===== src/rtl/pipeline_ctrl.sv =====
// pipeline_ctrl
//   Central stall/flush control for the rv32i pipeline. Keeps a shadow of each
//   in-flight instruction (valid, rd, we, is_load) and produces per-stage
//   load-enable and flush strobes for memory freezes, load-use bubbles and
//   branch redirects.
// Ports
//   clk, reset                      clock, synchronous active-high reset
//   imem_read/imem_resp             instruction port handshake
//   dmem_req/dmem_resp              data port handshake
//   dec_*                           instruction currently in decode
//   redirect                        taken branch/jump from REDIRECT_STAGE
//   stage_en, flush                 per-stage register load / bubble strobes
//   valid                           registered shadow valid bits
//   frozen, load_use                current-cycle condition flags
//   freeze_cycles, bubble_cycles    wrapping performance counters
module pipeline_ctrl #(
  parameter int STAGES            = 5,
  parameter int REDIRECT_STAGE    = 3,
  parameter int LOAD_RESULT_STAGE = 3
) (
  input  logic              clk,
  input  logic              reset,
  input  logic              imem_read,
  input  logic              imem_resp,
  input  logic              dmem_req,
  input  logic              dmem_resp,
  input  logic              dec_valid,
  input  logic [4:0]        dec_rd,
  input  logic              dec_we,
  input  logic              dec_is_load,
  input  logic [4:0]        dec_rs1,
  input  logic [4:0]        dec_rs2,
  input  logic              dec_use_rs1,
  input  logic              dec_use_rs2,
  input  logic              redirect,
  output logic [STAGES-1:0] stage_en,
  output logic [STAGES-1:0] flush,
  output logic [STAGES-1:0] valid,
  output logic              frozen,
  output logic              load_use,
  output logic [31:0]       freeze_cycles,
  output logic [31:0]       bubble_cycles
);

  logic [STAGES-1:0] valid_q, valid_d;
  logic [4:0]        rd_q [2:STAGES-1];
  logic [4:0]        rd_d [2:STAGES-1];
  logic [STAGES-1:2] we_q, we_d;
  logic [STAGES-1:2] ld_q, ld_d;
  logic [31:0]       freeze_cycles_q, freeze_cycles_d;
  logic [31:0]       bubble_cycles_q, bubble_cycles_d;

  logic              mem_stall_s;
  logic              hazard_s;
  logic              load_use_s;
  logic              frozen_s;
  logic [STAGES-1:0] stage_en_s;
  logic [STAGES-1:0] flush_s;

  assign mem_stall_s = (imem_read & ~imem_resp) | (dmem_req & ~dmem_resp);

  // Load-use hazard: a load still short of the result stage feeds a used source.
  always_comb begin
    hazard_s = 1'b0;
    for (int s = 2; s < LOAD_RESULT_STAGE; s++) begin
      if (valid_q[s] && ld_q[s] && we_q[s] && (rd_q[s] != 5'd0) &&
          ((dec_use_rs1 && (dec_rs1 == rd_q[s])) ||
           (dec_use_rs2 && (dec_rs2 == rd_q[s])))) begin
        hazard_s = 1'b1;
      end else begin
        hazard_s = hazard_s;
      end
    end
  end

  // Prioritised stage enable / flush decision: reset, freeze, redirect, load-use.
  always_comb begin
    stage_en_s = '1;
    flush_s    = '0;
    frozen_s   = 1'b0;
    load_use_s = 1'b0;
    if (reset) begin
      flush_s = '1;
    end else if (mem_stall_s) begin
      stage_en_s = '0;
      frozen_s   = 1'b1;
    end else if (redirect) begin
      // Squash everything younger than the branch; fetch loads the new PC.
      for (int i = 1; i <= REDIRECT_STAGE; i++) begin
        flush_s[i] = 1'b1;
      end
    end else if (dec_valid && hazard_s) begin
      load_use_s    = 1'b1;
      stage_en_s[0] = 1'b0;
      stage_en_s[1] = 1'b0;
      flush_s[2]    = 1'b1;
    end else begin
      stage_en_s = '1;
    end
  end

  // Shadow and counter next-state; a freeze holds everything but its counter.
  always_comb begin
    valid_d         = valid_q;
    rd_d            = rd_q;
    we_d            = we_q;
    ld_d            = ld_q;
    freeze_cycles_d = freeze_cycles_q;
    bubble_cycles_d = bubble_cycles_q;
    valid_d[0]      = 1'b1;
    if (mem_stall_s) begin
      freeze_cycles_d = freeze_cycles_q + 32'd1;
    end else begin
      valid_d[1] = stage_en_s[1] ? (valid_q[0] & ~flush_s[1]) : valid_q[1];
      valid_d[2] = dec_valid & ~flush_s[2];
      rd_d[2]    = dec_rd;
      // A write to x0 is never a real producer.
      we_d[2]    = dec_we & (dec_rd != 5'd0);
      ld_d[2]    = dec_is_load;
      for (int i = 3; i < STAGES; i++) begin
        valid_d[i] = valid_q[i-1] & ~flush_s[i];
        rd_d[i]    = rd_q[i-1];
        we_d[i]    = we_q[i-1];
        ld_d[i]    = ld_q[i-1];
      end
      if (redirect || load_use_s) begin
        bubble_cycles_d = bubble_cycles_q + 32'd1;
      end else begin
        bubble_cycles_d = bubble_cycles_q;
      end
    end
  end

  // State registers with synchronous reset.
  always_ff @(posedge clk) begin
    if (reset) begin
      valid_q         <= '0;
      freeze_cycles_q <= 32'd0;
      bubble_cycles_q <= 32'd0;
    end else begin
      valid_q         <= valid_d;
      freeze_cycles_q <= freeze_cycles_d;
      bubble_cycles_q <= bubble_cycles_d;
    end
    rd_q <= rd_d;
    we_q <= we_d;
    ld_q <= ld_d;
  end

  assign stage_en      = stage_en_s;
  assign flush         = flush_s;
  assign frozen        = frozen_s;
  assign load_use      = load_use_s;
  assign valid         = valid_q;
  assign freeze_cycles = freeze_cycles_q;
  assign bubble_cycles = bubble_cycles_q;

endmodule


===== config.mk =====
export PLATFORM = sky130hd
export DESIGN_NAME = pipeline_ctrl
export DESIGN_NICKNAME = d
export VERILOG_FILES = /design/src/rtl/pipeline_ctrl.sv
export SDC_FILE = /design/constraint.sdc
export NUM_CORES = 1
export LEC_CHECK = 0
export ABC_AREA = 1
export CAP_MARGIN = 15
export CORE_MARGIN = 3
export CORE_UTILIZATION = 40
export CTS_CLUSTER_SIZE = 14
export DETAILED_ROUTE_END_ITERATION = 12
export PLACE_DENSITY = 0.67
export REMOVE_ABC_BUFFERS = 1
export SLEW_MARGIN = 15
export SYNTH_ARGS = -nofsm -noshare
export SYNTH_HDL_FRONTEND = slang
export SYNTH_SLANG_ARGS = --single-unit
export TNS_END_PERCENT = 30

===== constraint.sdc =====
create_clock -name clk -period 2.2 [get_ports clk]
set_input_delay 0.55 -clock clk [delete_from_list [all_inputs] [get_ports clk]]
set_output_delay 0.55 -clock clk [all_outputs]
set_load 0.05 [all_outputs]

# Word-level counts from Yosys, hierarchy flattened
# Index checks and enable logic that the tools add are counted.
[totals] romBits=0 n_memories=0 ramBits=0 latchBits=0 word_cells=57 regBits=76
[op_classes] n_bitwise=15 shifts=0 eq_ne=2 n_reduce_logical=13 div_mod_pow=0 muxes=17 mul=0 magnitude_cmp=0 addsub=2
[op_table] cell="adder 32 x 1 -> 32 bit (second input constant)" n=2
[op_table] cell="2-to-1 mux 1 bit" n=11
[op_table] cell="equality test 5 bit" n=2
[op_table] cell="2-to-1 mux 5 bit" n=2
[op_table] cell="nonzero test 5 bit" n=2
[op_table] cell="AND 1 bit" n=7
[op_table] cell="logical AND 1 bit" n=7
[op_table] cell="NOT 1 bit" n=7
[op_table] cell="2-to-1 mux 3 bit" n=2
[op_table] cell="2-to-1 mux 2 bit" n=2
[op_table] cell="AND reduction 2 bit" n=2
[op_table] cell="logical OR 1 bit" n=2
[op_table] cell="OR 1 bit" n=1

# Logic depth before layout (Yosys ltp)
[depth] depth_word=12 depth_mapped=11 mapped_depth_nobuf=11

# Least setup slack after synthesis
# OpenSTA, ideal clock, no wires.
[synth_path] path_type="input-to-output" from="input port imem_resp" to="output port stage_en[1]" path_slack_ps=-1153 stages=9 arrival_time_ps=2803 path_cell_list="inv_1 -> nand2_1 -> nand2_1 -> inv_2 -> nor2_1 -> inv_1 -> nand2_1 -> inv_1 -> buf_4"
[synth_between] elab_chain_cells=5
[synth_rtl] element="start: declaration" line_no="24" rtl="input logic imem_resp,"
[synth_rtl] element="NOT 1 bit" line_no="60" rtl="assign mem_stall_s = (imem_read & ~imem_resp) | (dmem_req & ~dmem_resp);"
[synth_rtl] element="AND 1 bit" line_no="60"
[synth_rtl] element="OR 1 bit" line_no="60"
[synth_rtl] element="2-to-1 mux 5 bit" line_no="84" rtl="end else if (mem_stall_s) begin"
[synth_rtl] element="2-to-1 mux 5 bit" line_no="82" rtl="if (reset) begin"
[synth_rtl] element="end: declaration" line_no="36" rtl="output logic [STAGES-1:0] stage_en,"
# Every way passes these cells.

# Worst setup path after layout
[layout_path] from="register rd_q[12] in the netlist's numbering" to="output port stage_en[1]"
[layout_between] elab_chain_cells=10
[layout_rtl] element="start: declaration" line_no="46" rtl="logic [4:0] rd_q [2:STAGES-1];"
[layout_rtl] element="start signal: assignment" line_no="145" rtl="rd_q <= rd_d;"
[layout_rtl] element="equality test 5 bit, on equally long branches" line_no="67, 68"
[layout_rtl] element="logical AND 1 bit, on equally long branches" line_no="67, 68"
[layout_rtl] element="logical OR 1 bit" line_no="67" rtl="((dec_use_rs1 && (dec_rs1 == rd_q[s])) ||"
[layout_rtl] element="logical AND 1 bit (*)" line_no="66" rtl="if (valid_q[s] && ld_q[s] && we_q[s] && (rd_q[s] != 5'd0) &&"
[layout_rtl] element="2-to-1 mux 1 bit (*)" line_no="66"
[layout_rtl] element="logical AND 1 bit (*)" line_no="92" rtl="end else if (dec_valid && hazard_s) begin"
[layout_rtl] element="2-to-1 mux 2 bit (*)" line_no="92"
[layout_rtl] element="2-to-1 mux 2 bit (*)" line_no="87" rtl="end else if (redirect) begin"
[layout_rtl] element="2-to-1 mux 5 bit (*)" line_no="84"
[layout_rtl] element="2-to-1 mux 5 bit (*)" line_no="82"
# Every way passes the cells marked *; elsewhere a longest branch is shown, timed or not.

==> flow_summary.ini <==
[layout]
fillers = 1064
n_antenna_cell = 0
area_growth_pct = 41.4
seq_area_um2 = 1590
multi_input_area_um2 = 2670
fin_nets = 884
drive_above_1_share_pct = 13.8

[pwr]
power_leakage_uw = 0.00284
total_power_uw = 3290
irDropWorstVdd_mv = 0.476
powerDensity_nw_per_um2 = 502

[clocking]
tritoncts = built
clockBufferDepth = 2
cts_buffers = 9
insertion_delay_ns = 0.34
clk_pin_slew_ns = 0.06
cts_sinks = 76
cts_max_level = 3
cts-root-buf = clkbuf_16

[logic_synthesis]
syn_area_per_cell_um2 = 6.39
synthSimpleGateAreaFrac_pct = 39.9
synthMuxAreaShare_pct = 0
ys.warnings.count = 0
synth_cells = 726
synthXorXnorAreaFrac_pct = 6.99
ys_seq_area_share_pct = 34.3
yosysUniqueCellTypes = 31
syn_area_um2 = 4640
netlist_top_cells_area = dfxtp_1 30%, nand2_1 18%, a21oi_1 6.3%
synth_top_cell_area_share_pct = 29.8
synth_top_family_by_area = simple AND/OR/NAND/NOR gates
yosysTopAreaCell = dfxtp_1
synth_fa_ha_area_share_pct = 0.540
ys_ff_latch = 76
synth_compound_area_share_pct = 8.21

[hold_path]
hp-start = freeze_cycles[31]
holdPathEnd = freeze_cycles[31]
min_path_cells = 2
min_path_type = register to register

[setup_path]
cpMostUsedCell = nand2_2
worst_ep_required_time_ns = 1.65
critical_path_class = register to primary output
critPathLaunchType = register
r2r_cells = 16
crit_start = rd_q[12]
r2r-end = valid[2]
crit_chain = nand2_1, nand2_2, nor2_2, nand3_1, nand2_2, nand3_4, nand2_4, inv_4, buf_12
crit_arrival_ns = 1.70
cp_top_family = simple AND/OR/NAND/NOR gates
worst_path_largest_cell_delay_ns = 0.46
cp_max_fo = 4
r2r-start = rd_q[10]
worst_setup_path_end_kind = primary output
r2r_slack_ns = 0.09
crit_slowest_cell = edfxtp_1
path_buf_inv = 2

[floorplanning]
die_w_um = 114
die-area_um2 = 12900
chipHeight_um = 114
ioPinCount = 108
core-area_um2 = 11100
start_util_pct = 41.8
std_cell_rows = 38

[sta]
setup_violations = 4
tightestPinTransition_ns = 0.571
hold_violations = 0
finalWorstSetupSlack_ns = -0.0500
grt_setup_unrepaired = true
fin_setup_tns_ns = -0.141
finClkSkew_ns = 0.00880
max_freq_ghz = 0.444
fin_hold_ws_ns = 0.494
max_slew_margin_pct = 61.9
slew_violations = 0
period_share_pct = 102
fin_crit_ns = 2.25

[grt]
track_usage_pct = 22.0
grt_pass1_vias = 4796
grt_pass1_wl_um = 23300
antenna_found_initial = 0
grt_overflow = 0
grt_max_degree = 51

[placed_design]
dpl.hpwl_um = 10200
dp_slack_ns = -0.344
port_buffers = 107
place.gp.congestion = 0.958

[outcome]
status = finished with violations
violations = setup timing

[drt]
vias = 5096
via_per_inst = 5.10
routed_wl_um = 14000
drtIter0Drc = 425
drt_first_pass_iters = 5
drc = 0
wl_per_cell_um = 14.0
ant_nets = 0

[job]
maxCapViolations = 0
## kinds of logic (layout without fill, tap and decap cells)
kind of cell,count (synthesis),in the layout
AO/OA/AOI/OAI,75,75
buffers and inverters,113,247
flip-flops,76,76
AND/OR/NAND/NOR,423,423
XOR/XNOR,37,37
adder cells (fa/ha/maj),2,2
## layout make-up
| type | count | area share (%) |
|---|---|---|
| Sequential cell | 76 | 24.3 |
| Tap cell | 140 | 2.67 |
| Clock inverter | 2 | 0.153 |
| Clock buffer | 14 | 3.87 |
| Multi-Input combinational cell | 537 | 40.7 |
| Inverter | 87 | 5.06 |
| Timing Repair Buffer | 144 | 23.3 |
## worst reg2reg max path: cells and delay by family (launching register included)
family,cells,cell delay (ns)
buffers and inverters,9,1.05
flip-flops,1,0.47
AND/OR/NAND/NOR,6,0.44
AO/OA/AOI/OAI,1,0.09
## report_power, final
part           internal (µW)  switching (µW)  leakage [µW]  total [µW]
clock network            793             564      0.000131        1360
registers               1430            27.7      0.000627        1460
logic                    193             287       0.00208         480
## cell usage in the layout (no fill, tap or decap), types with 7 or more instances in the layout
cell / count
buf_4: 33
inv_2: 16
buf_6: 8
edfxtp_1: 7
nor3_1: 32
xnor2_1: 13
nand2_2: 13
dlygate4sd2_1: 15
a21oi_1: 58
buf_12: 14
dfxtp_1: 69
nand2_1: 216
clkdlybuf4s50_1: 55
dlymetal6s2s_1: 17
nor2_1: 70
inv_1: 69
o21ai_0: 13
clkbuf_16: 9
xor2_1: 24
nand3_1: 55
nand3b_1: 8
## how the worst max path moves through the flow
| stage | end | slack, ns | cells past startpoint |
|---|---|---|---|
| after floorplan | stage_en[0] | -2.05 | 8 |
| after CTS | flush[3] | -0.04 | 9 |
| after global routing | stage_en[1] | -0.15 | 9 |
| after detailed placement | load_use | -0.34 | 10 |
| final | stage_en[1] | -0.05 | 9 |
| after global placement | load_use | -0.27 | 10 |
## per-layer routing
metal  global-route usage [%]  wire length, µm  up-vias
met3                     4.88              974       21
met1                     30.0             6480     2353
met2                     35.1             6390      165
met4                     6.49              185        0
li1                         -                -     2557
met5                        0                0        -
## cells in the mapped netlist
library cell	instances
nand2_1	227
nor2_1	75
inv_1	74
dfxtp_1	69
a21oi_1	58
nand3_1	56
nor3_1	33
xor2_1	24
o21ai_0	14
inv_2	13
xnor2_1	13
clkbuf_1	10
buf_4	9
nand3b_1	8
edfxtp_1	7
buf_2	6
nand4_1	6
nand2_2	4
nor2_2	3
ha_1	2
nor2_4	2
nor3_4	2
nor3b_1	2
o21a_1	2
and3_1	1
buf_1	1
nand2_4	1
nand4_2	1
nand4_4	1
o21ai_1	1
or4_1	1
## what timing repair did
| action | in CTS | in global routing |
|---|---|---|
| buffers inserted | 11 | 3 |
| hold buffers | 0 | 0 |
| gates resized for setup | 29 | 46 |
| setup endpoints to repair | 12 | 23 |
| pin swaps | 13 | 18 |
## sequential cells by signal (all words and copies together) (netlist names)
name           flops
bubble_cycles     32
freeze_cycles     32
ld_q               1
rd_q               5
valid              5
we_q               1
## through the flow
stage	cell area [µm²]	utilization, %	cells
floorplan	4500	-	700
global placement	6060	54.7	971
detailed placement	6060	54.7	971
CTS	6420	58.0	998
global route	6560	59.2	1000
finish	6560	59.2	1000
No activity file was read; power rests on OpenSTA's default activity.
